==> config.mk <==
export PLATFORM = sky130hd
export DESIGN_NAME = f1d_pipe_flat
export DESIGN_NICKNAME = d
export VERILOG_FILES = /design/src/rtl/f1d_pipe_if.sv /design/src/rtl/f1d_pipe.sv /design/src/flat_wrapper.sv
export SDC_FILE = /design/constraint.sdc
export NUM_CORES = 1
export LEC_CHECK = 0
export CAP_MARGIN = 0
export CORE_MARGIN = 2
export CORE_UTILIZATION = 40
export DETAILED_ROUTE_END_ITERATION = 16
export GPL_ROUTABILITY_DRIVEN = 0
export SYNTH_ARGS = -nofsm -noshare
export SYNTH_HDL_FRONTEND = slang
export SYNTH_SLANG_ARGS = --single-unit
==> constraint.sdc <==
create_clock -name CK -period 6.1 [get_ports CK]
set_input_delay 1.22 -clock CK [delete_from_list [all_inputs] [get_ports CK]]
set_output_delay 1.22 -clock CK [all_outputs]
set_load 0.005 [all_outputs]
==> src/rtl/f1d_pipe_if.sv <==
// Bus bundle for f1d_pipe: input stream (D/DV/DRDY), output stream (Q/QV/RDY),
// flush control and occupancy count. The pipeline uses the slave view.
interface f1d_pipe_if #(
   parameter int WIDTH = 16,
   parameter int DEPTH = 4,
   parameter int CW    = $clog2(DEPTH + 1)
);
   // Handshake: a word moves on a rising edge exactly when its valid and the
   // receiver's ready are both 1 (DV&DRDY in, QV&RDY out); DRDY never looks at DV.
   logic [WIDTH-1:0] D;
   logic             DV;
   logic             DRDY;
   logic             FLUSH;
   logic [WIDTH-1:0] Q;
   logic             QV;
   logic             RDY;
   logic [CW-1:0]    CNT;

   modport master (output D, DV, FLUSH, RDY, input DRDY, Q, QV, CNT);
   modport slave  (input D, DV, FLUSH, RDY, output DRDY, Q, QV, CNT);
endinterface

==> src/rtl/f1d_pipe.sv <==
// WIDTH-bit, DEPTH-stage registered pipeline with valid/ready flow control,
// bubble collapsing, synchronous flush and a registered occupancy count.
module f1d_pipe #(
   parameter int WIDTH = 16,
   parameter int DEPTH = 4,
   parameter int CW    = $clog2(DEPTH + 1)
) (
   input  logic         CK,
   input  logic         RST,
   f1d_pipe_if.slave    bus
);
   logic [WIDTH-1:0] r_s [DEPTH];
   logic [DEPTH-1:0] r_v;
   logic [CW-1:0]    r_cnt;

   logic [DEPTH-1:0] w_go;
   logic             w_drdy;
   logic             w_accept;
   logic             w_out_xfer;

   // A stage moves when some stage ahead of it is empty, or every stage ahead
   // is full and the output drains; this unrolled form avoids a ripple through w_go.
   always_comb begin
      logic w_full_above;
      w_full_above = 1'b1;
      w_go         = '0;
      for (int i = DEPTH - 1; i >= 0; i--) begin
         w_go[i]      = r_v[i] & (~w_full_above | bus.RDY);
         w_full_above = w_full_above & r_v[i];
      end
   end

   assign w_drdy     = (~r_v[0] | w_go[0]) & ~bus.FLUSH & ~RST;
   assign w_accept   = bus.DV & w_drdy;
   assign w_out_xfer = r_v[DEPTH-1] & bus.RDY;

   always_ff @(posedge CK) begin
      if (RST) begin
         r_v   <= '0;
         r_cnt <= '0;
         for (int i = 0; i < DEPTH; i++) begin
            r_s[i] <= '0;
         end
      end else if (bus.FLUSH) begin
         r_v   <= '0;
         r_cnt <= '0;
      end else begin
         if (w_accept) begin
            r_s[0] <= bus.D;
            r_v[0] <= 1'b1;
         end else if (w_go[0]) begin
            r_v[0] <= 1'b0;
         end
         for (int i = 1; i < DEPTH; i++) begin
            if (w_go[i-1]) begin
               r_s[i] <= r_s[i-1];
               r_v[i] <= 1'b1;
            end else if (w_go[i]) begin
               r_v[i] <= 1'b0;
            end
         end
         r_cnt <= r_cnt + CW'(w_accept) - CW'(w_out_xfer);
      end
   end

   assign bus.DRDY = w_drdy;
   assign bus.Q    = r_s[DEPTH-1];
   assign bus.QV   = r_v[DEPTH-1];
   assign bus.CNT  = r_cnt;
endmodule

==> src/flat_wrapper.sv <==
// flat-port wrapper written by rule: the top's interface ports become plain ports
module f1d_pipe_flat 
#(
   parameter int WIDTH = 16,
   parameter int DEPTH = 4,
   parameter int CW    = $clog2(DEPTH + 1)
)
  (CK, RST, bus_D, bus_DV, bus_FLUSH, bus_RDY, bus_DRDY, bus_Q, bus_QV, bus_CNT);
  f1d_pipe_if #(.WIDTH(WIDTH), .DEPTH(DEPTH), .CW(CW)) bus_i ();
  input  logic CK;
  input  logic RST;
  input wire logic [$bits(bus_i.D)-1:0] bus_D;
  input wire logic [$bits(bus_i.DV)-1:0] bus_DV;
  input wire logic [$bits(bus_i.FLUSH)-1:0] bus_FLUSH;
  input wire logic [$bits(bus_i.RDY)-1:0] bus_RDY;
  output wire logic [$bits(bus_i.DRDY)-1:0] bus_DRDY;
  output wire logic [$bits(bus_i.Q)-1:0] bus_Q;
  output wire logic [$bits(bus_i.QV)-1:0] bus_QV;
  output wire logic [$bits(bus_i.CNT)-1:0] bus_CNT;
  assign bus_i.D = bus_D;
  assign bus_i.DV = bus_DV;
  assign bus_i.FLUSH = bus_FLUSH;
  assign bus_i.RDY = bus_RDY;
  assign bus_DRDY = bus_i.DRDY;
  assign bus_Q = bus_i.Q;
  assign bus_QV = bus_i.QV;
  assign bus_CNT = bus_i.CNT;
  f1d_pipe #(.WIDTH(WIDTH), .DEPTH(DEPTH), .CW(CW)) u_core (.CK(CK), .RST(RST), .bus(bus_i));
endmodule
==> results.cfg, run 1 <==
[global_routing]
grt_pass1_wl_mm = 8.00
grt_pass1_vias = 1675
grt-ovfl-total = 0
grt_util_all_layers_pct = 11.7
antenna_found_initial = 0
grt_start_max_net_pins = 36

[timing]
slew_headroom_pct = 45.7
finalSetupTns_ps = 0
fin_crit_ps = 4240
rsz0062_at_grt = false
tightest_slew_ps = 813
hold_viol_final = 0
finalSetupViolations = 0
finalMaxSlewViolations = 0
fmax_ghz = 0.236
fin_crit_sh_pct = 69.6
skew_ps = 5.77

[floorplanning]
initial_core_util_pct = 41.6
core.rowCount = 32
core_area_um2 = 7810
die_area_um2 = 8850
io_pins = 42
die_w_um = 94.1
die_h_um = 94.1

[clocking]
cts_root_buf = clkbuf_8
cts_sinks = 71
cts_tree = done
clkLatencyLatePin_ps = 330
numCtsBuffers = 9
post_cts_resized = 0
clkTransAtPathRegs_ps = 70
postCtsHoldBufs = 0
htreeDepth = 3
clockBufferDepth = 2
cts_setup_buffers = 0

[yosys]
synth-seq-cells = 71
seq_area_frac_synth_pct = 63.5
synthesis.instances = 211
syn_nets = 235
yosys_warnings = 0
syn_area_um2 = 3250
ys.flop_type = edfxtp_1
synth_edf_count = 64
async_reset_ff_share_pct = 0
syn_avg_cell_area_um2 = 15.4
synth.distinct_cells = 33

[worst_setup_path]
critical_path.startpoint_type = primary input
cp_max_fo = 21
cp.arrival_ps = 3020
required_ps = 4880
ff2ff_setup_slack_ps = 3840
critPathKind = in2out
worstSetupEndpointType = primary output
worstRegToRegCells = 7
startpoint = RST
r2r-start = u_core.r_v[3]
r2r-end = u_core.bus.CNT[2]

[drt]
post_drt_via_cell_ratio = 4.76
drt_wl_total_mm = 4.52
vias = 1686
ant_nets = 0
firstDrtPassIters = 4
detail_route.wl_per_cell_um = 12.8
drt_iter0_markers = 41
drc = 0

[run_status]
status = finished clean

[min_path]
min_to = u_core.bus.CNT[2]
hold_start = u_core.bus.CNT[2]
holdPathStages = 2
hold_path_class = reg2reg

[placed_design]
numPortBuffers = 41
dp.cells = 338
dp_hpwl_mm = 3.04

[power_and_ir_drop]
leakagePower_nw = 1.30
power.density_nw_per_um2 = 260
vdd_drop_max_mv = 0.0952

[final_layout]
antenna_cells = 0
fin_nets = 271
area_delta_synth_final_pct = 20.2
layout-drive-gt1-share_pct = 22.2
stdcell_count = 354
post-route-util_pct = 50.0

[job]
maxCapViolCount = 0
## sequential cells by signal, summed over array words and instances, names as in the netlist
signal	flops
u_core.r_v	4
u_core.r_s	64
u_core.bus.CNT	3
## cell usage in the layout, fill, tap and decap left out, drive strengths merged
master,netlist,layout
edfxtp,64,64
clkdlybuf4s50,0,41
nor4b,32,32
inv,24,25
nor3b,16,16
a211oi,16,16
clkbuf,1,9
dfxtp,7,7
buf,21,6
nor2,4,4
a21oi,3,3
clkinv,1,3
or3b,2,2
nand2b,2,2
o21ai,2,2
o21ba,2,2
ha,2,2
bufinv,0,2
clkinvlp,0,2
o31ai,2,2
and4b,1,1
and2,1,1
nand4b,1,1
and2b,1,1
a221o,1,1
or2,1,1
nor2b,1,1
and3b,1,1
xor3,1,1
fa,1,1
## where the power goes
part / leakage [nW] / internal [W] / switching (W) / total [W]
clock network: 0.103 / 0.000231 / 0.000172 / 0.000403
registers: 0.729 / 0.000550 / 0.00000630 / 0.000556
logic: 0.464 / 0.0000305 / 0.0000259 / 0.0000564
total: 1.30 / 0.000811 / 0.000204 / 0.00102
## Yosys cell counts (3+ instances only)
| cell | count | area (um^2) |
|---|---|---|
| nor2_1 | 4 | 15.0 |
| dfxtp_1 | 7 | 140 |
| buf_2 | 12 | 60.1 |
| nor3b_2 | 10 | 125 |
| nor4b_1 | 18 | 158 |
| a21oi_1 | 3 | 15.0 |
| edfxtp_1 | 64 | 1920 |
| a211oi_2 | 8 | 100 |
| buf_6 | 6 | 67.6 |
| nor3b_1 | 6 | 45.0 |
| nor4b_2 | 14 | 210 |
| a211oi_1 | 8 | 60.1 |
| inv_1 | 24 | 90.1 |
## cells by family (layout without fill, tap and decap cells)
family | Yosys count | count (layout) | synth area share, %
DFF | 71 | 71 | 63.5
and+or+nand+nor | 63 | 63 | 19.6
buffers and inverters | 47 | 88 | 7.63
AOI/OAI and AO/OA | 26 | 26 | 7.09
adders and majority gates | 3 | 3 | 1.39
xor gates and xnor gates | 1 | 1 | 0.732
## worst max-delay path: stages
cell and delay (ps):
clkdlybuf4s50_1 760, or2_1 390, a21oi_1 120, clkdlybuf4s50_1 520
## layer usage
metal / global-route usage (%) / vias up / routed length [um]
met5: 0 / - / 0
met3: 2.17 / 2 / 177
met1: 16.1 / 770 / 2360
li1: - / 869 / -
met2: 17.1 / 45 / 1950
met4: 7.25 / 0 / 41
## per-stage QoR
step	hold slack (ps)	total power, W	area, um^2	setup WS, ps
2_1_floorplan	507	0.000597	3250	2740
3_3_place_gp	548	0.000623	3680	1900
3_5_place_dp	545	0.000624	3680	1870
4_1_cts	558	0.00103	3900	1850
5_1_grt	595	0.00106	3900	1700
6_report	552	0.00102	3900	1860
## area by class of cell
class,instances,area [um^2]
flip-flops and latches,71,2060
inverters,25,93.8
multi-input cells,93,941
clock buffers,9,124
well taps,102,128
repair buffers,47,455
clock inverters,7,96.3
fillers,700,3910
## worst max-delay path by stage
stage	endpoint	slack, ps	cells after the start
floorplan	u_core.r_s[1][0]	2740	4
global placement	bus_DRDY	1900	4
detailed placement	bus_DRDY	1870	4
CTS	bus_DRDY	1850	4
global route	bus_DRDY	1700	4
finish	bus_DRDY	1860	4
(Power assumes the default switching activity.)
==> run 2: changes to the inputs <==
==> constraint.sdc (replaced) <==
create_clock -name CK -period 4.3 [get_ports CK]
set_input_delay 0.86 -clock CK [delete_from_list [all_inputs] [get_ports CK]]
set_output_delay 0.86 -clock CK [all_outputs]
set_load 0.005 [all_outputs]
==> run 2 against run 1 <==
Against the previous run: via count increased by 1.9%; worst setup slack lost 850 ps; global-route usage increased by 0.25 points; die area did not move; largest cell class unchanged.
==> results.cfg, run 2 (synthesis gave the netlist of run 1 again) <==
[run_status]
status = finished clean

[drt]
post_drt_via_cell_ratio = 4.84
vias = 1718
ant_nets = 0
drt_iter0_markers = 64
drt_wl_total_mm = 4.56
drc = 0
firstDrtPassIters = 5
detail_route.wl_per_cell_um = 12.8

[clocking]
clkTransAtPathRegs_ps = 70
cts_tree = done
postCtsHoldBufs = 0
htreeDepth = 3
post_cts_resized = 0
cts_root_buf = clkbuf_8
cts_sinks = 71
numCtsBuffers = 9
clockBufferDepth = 2
clkLatencyLatePin_ps = 340
cts_setup_buffers = 0

[final_layout]
fin_nets = 273
final_cell_mix = edfxtp_1 (64), clkdlybuf4s50_1 (41), inv_1 (24), nor4b_1 (18), nor4b_2 (14)
antenna_cells = 0
layout-drive-gt1-share_pct = 21.7
top_register = u_core.r_s
largest_register_ffs = 64
layout_commonest_cell = edfxtp_1
area_delta_synth_final_pct = 20.8
post-route-util_pct = 50.2

[floorplanning]
io_pins = 42
initial_core_util_pct = 41.6
die_area_um2 = 8850
die_w_um = 94.1
core_area_um2 = 7810
core.rowCount = 32
die_h_um = 94.1

[power_and_ir_drop]
power.density_nw_per_um2 = 377
vdd_drop_max_mv = 0.181
leakagePower_nw = 1.31

[job]
maxCapViolCount = 0

[placed_design]
dp_hpwl_mm = 3.04
pre_cts_ws_ps = 1020
numPortBuffers = 41

[global_routing]
antenna_found_initial = 0
grt_pass1_vias = 1583
grt_start_max_net_pins = 35
grt-ovfl-total = 0
grt_util_all_layers_pct = 11.9
grt_pass1_wl_mm = 7.92

[worst_setup_path]
cp.arrival_ps = 2440
cp_top_family = buffers and inverters
required_ps = 3440
cp_max_fo = 8
critPathBufInv = 2
path_cells = clkdlybuf4s50_1, or2_1, a21oi_1, clkdlybuf4s50_1
critPathKind = in2out
critical_path.startpoint_type = primary input
cpMostUsedCell = clkdlybuf4s50_1
critPathMaxStageDelay_ps = 560
slowest_stage = clkdlybuf4s50_1
ff2ff_setup_slack_ps = 2020
worstSetupEndpointType = primary output

[timing]
fin_crit_sh_pct = 76.7
finalSetupTns_ps = 0
rsz0062_at_grt = false
fin_crit_ps = 3300
setup_slack_ps = 1000
skew_ps = 7.61
finalSetupViolations = 0
fmax_ghz = 0.303
slew_headroom_pct = 45.3
hold_viol_final = 0
tightest_slew_ps = 820
finalMaxSlewViolations = 0

[min_path]
hold_path_class = reg2reg
## run 2: cell type report
| class | count | area, um^2 |
|---|---|---|
| fillers | 703 | 3890 |
| clock inverters | 5 | 97.6 |
| inverters | 25 | 93.8 |
| clock buffers | 10 | 128 |
| well taps | 102 | 128 |
| multi-input cells | 93 | 941 |
| repair buffers | 49 | 470 |
| flip-flops and latches | 71 | 2060 |
## run 2: worst register-to-register path, stage by stage (launching register included)
cell     delay [ps]
dfxtp_1         410
and4b_1         250
buf_4           350
a21oi_1         140
ha_1            250
fa_1            380
xor3_1          350
nor2_1           80
## run 2: where the power goes
group,switching (W),internal [W],total [W]
clock network,0.000229,0.000379,0.000607
logic,0.0000368,0.0000443,0.0000811
registers,0.00000867,0.000781,0.000789
total,0.000274,0.00120,0.00148
## run 2: metal layers
metal	global-route usage, %	vias to the layer above	routed length [um]
li1	-	868	-
met1	16.6	780	2280
met2	16.4	60	1930
met3	4.17	10	255
met4	6.16	0	91
met5	0	-	0
## run 2: through the flow
stage,hold slack [ps],instances,instance area [um^2],power (W)
2_1_floorplan,507,211,3250,0.000847
3_3_place_gp,544,340,3690,0.000885
3_5_place_dp,549,340,3690,0.000886
4_1_cts,567,355,3920,0.00149
5_1_grt,606,355,3920,0.00154
6_report,556,355,3920,0.00148
## run 2: worst paths after layout
path / startpoint / to / cells past startpoint
setup / recovery: bus_FLUSH / bus_DRDY / 4
hold / removal: u_core.bus.CNT[2] / u_core.bus.CNT[2] / 2
setup reg to reg: u_core.r_v[3] / u_core.bus.CNT[2] / 7
hold reg to reg: u_core.bus.CNT[2] / u_core.bus.CNT[2] / 2
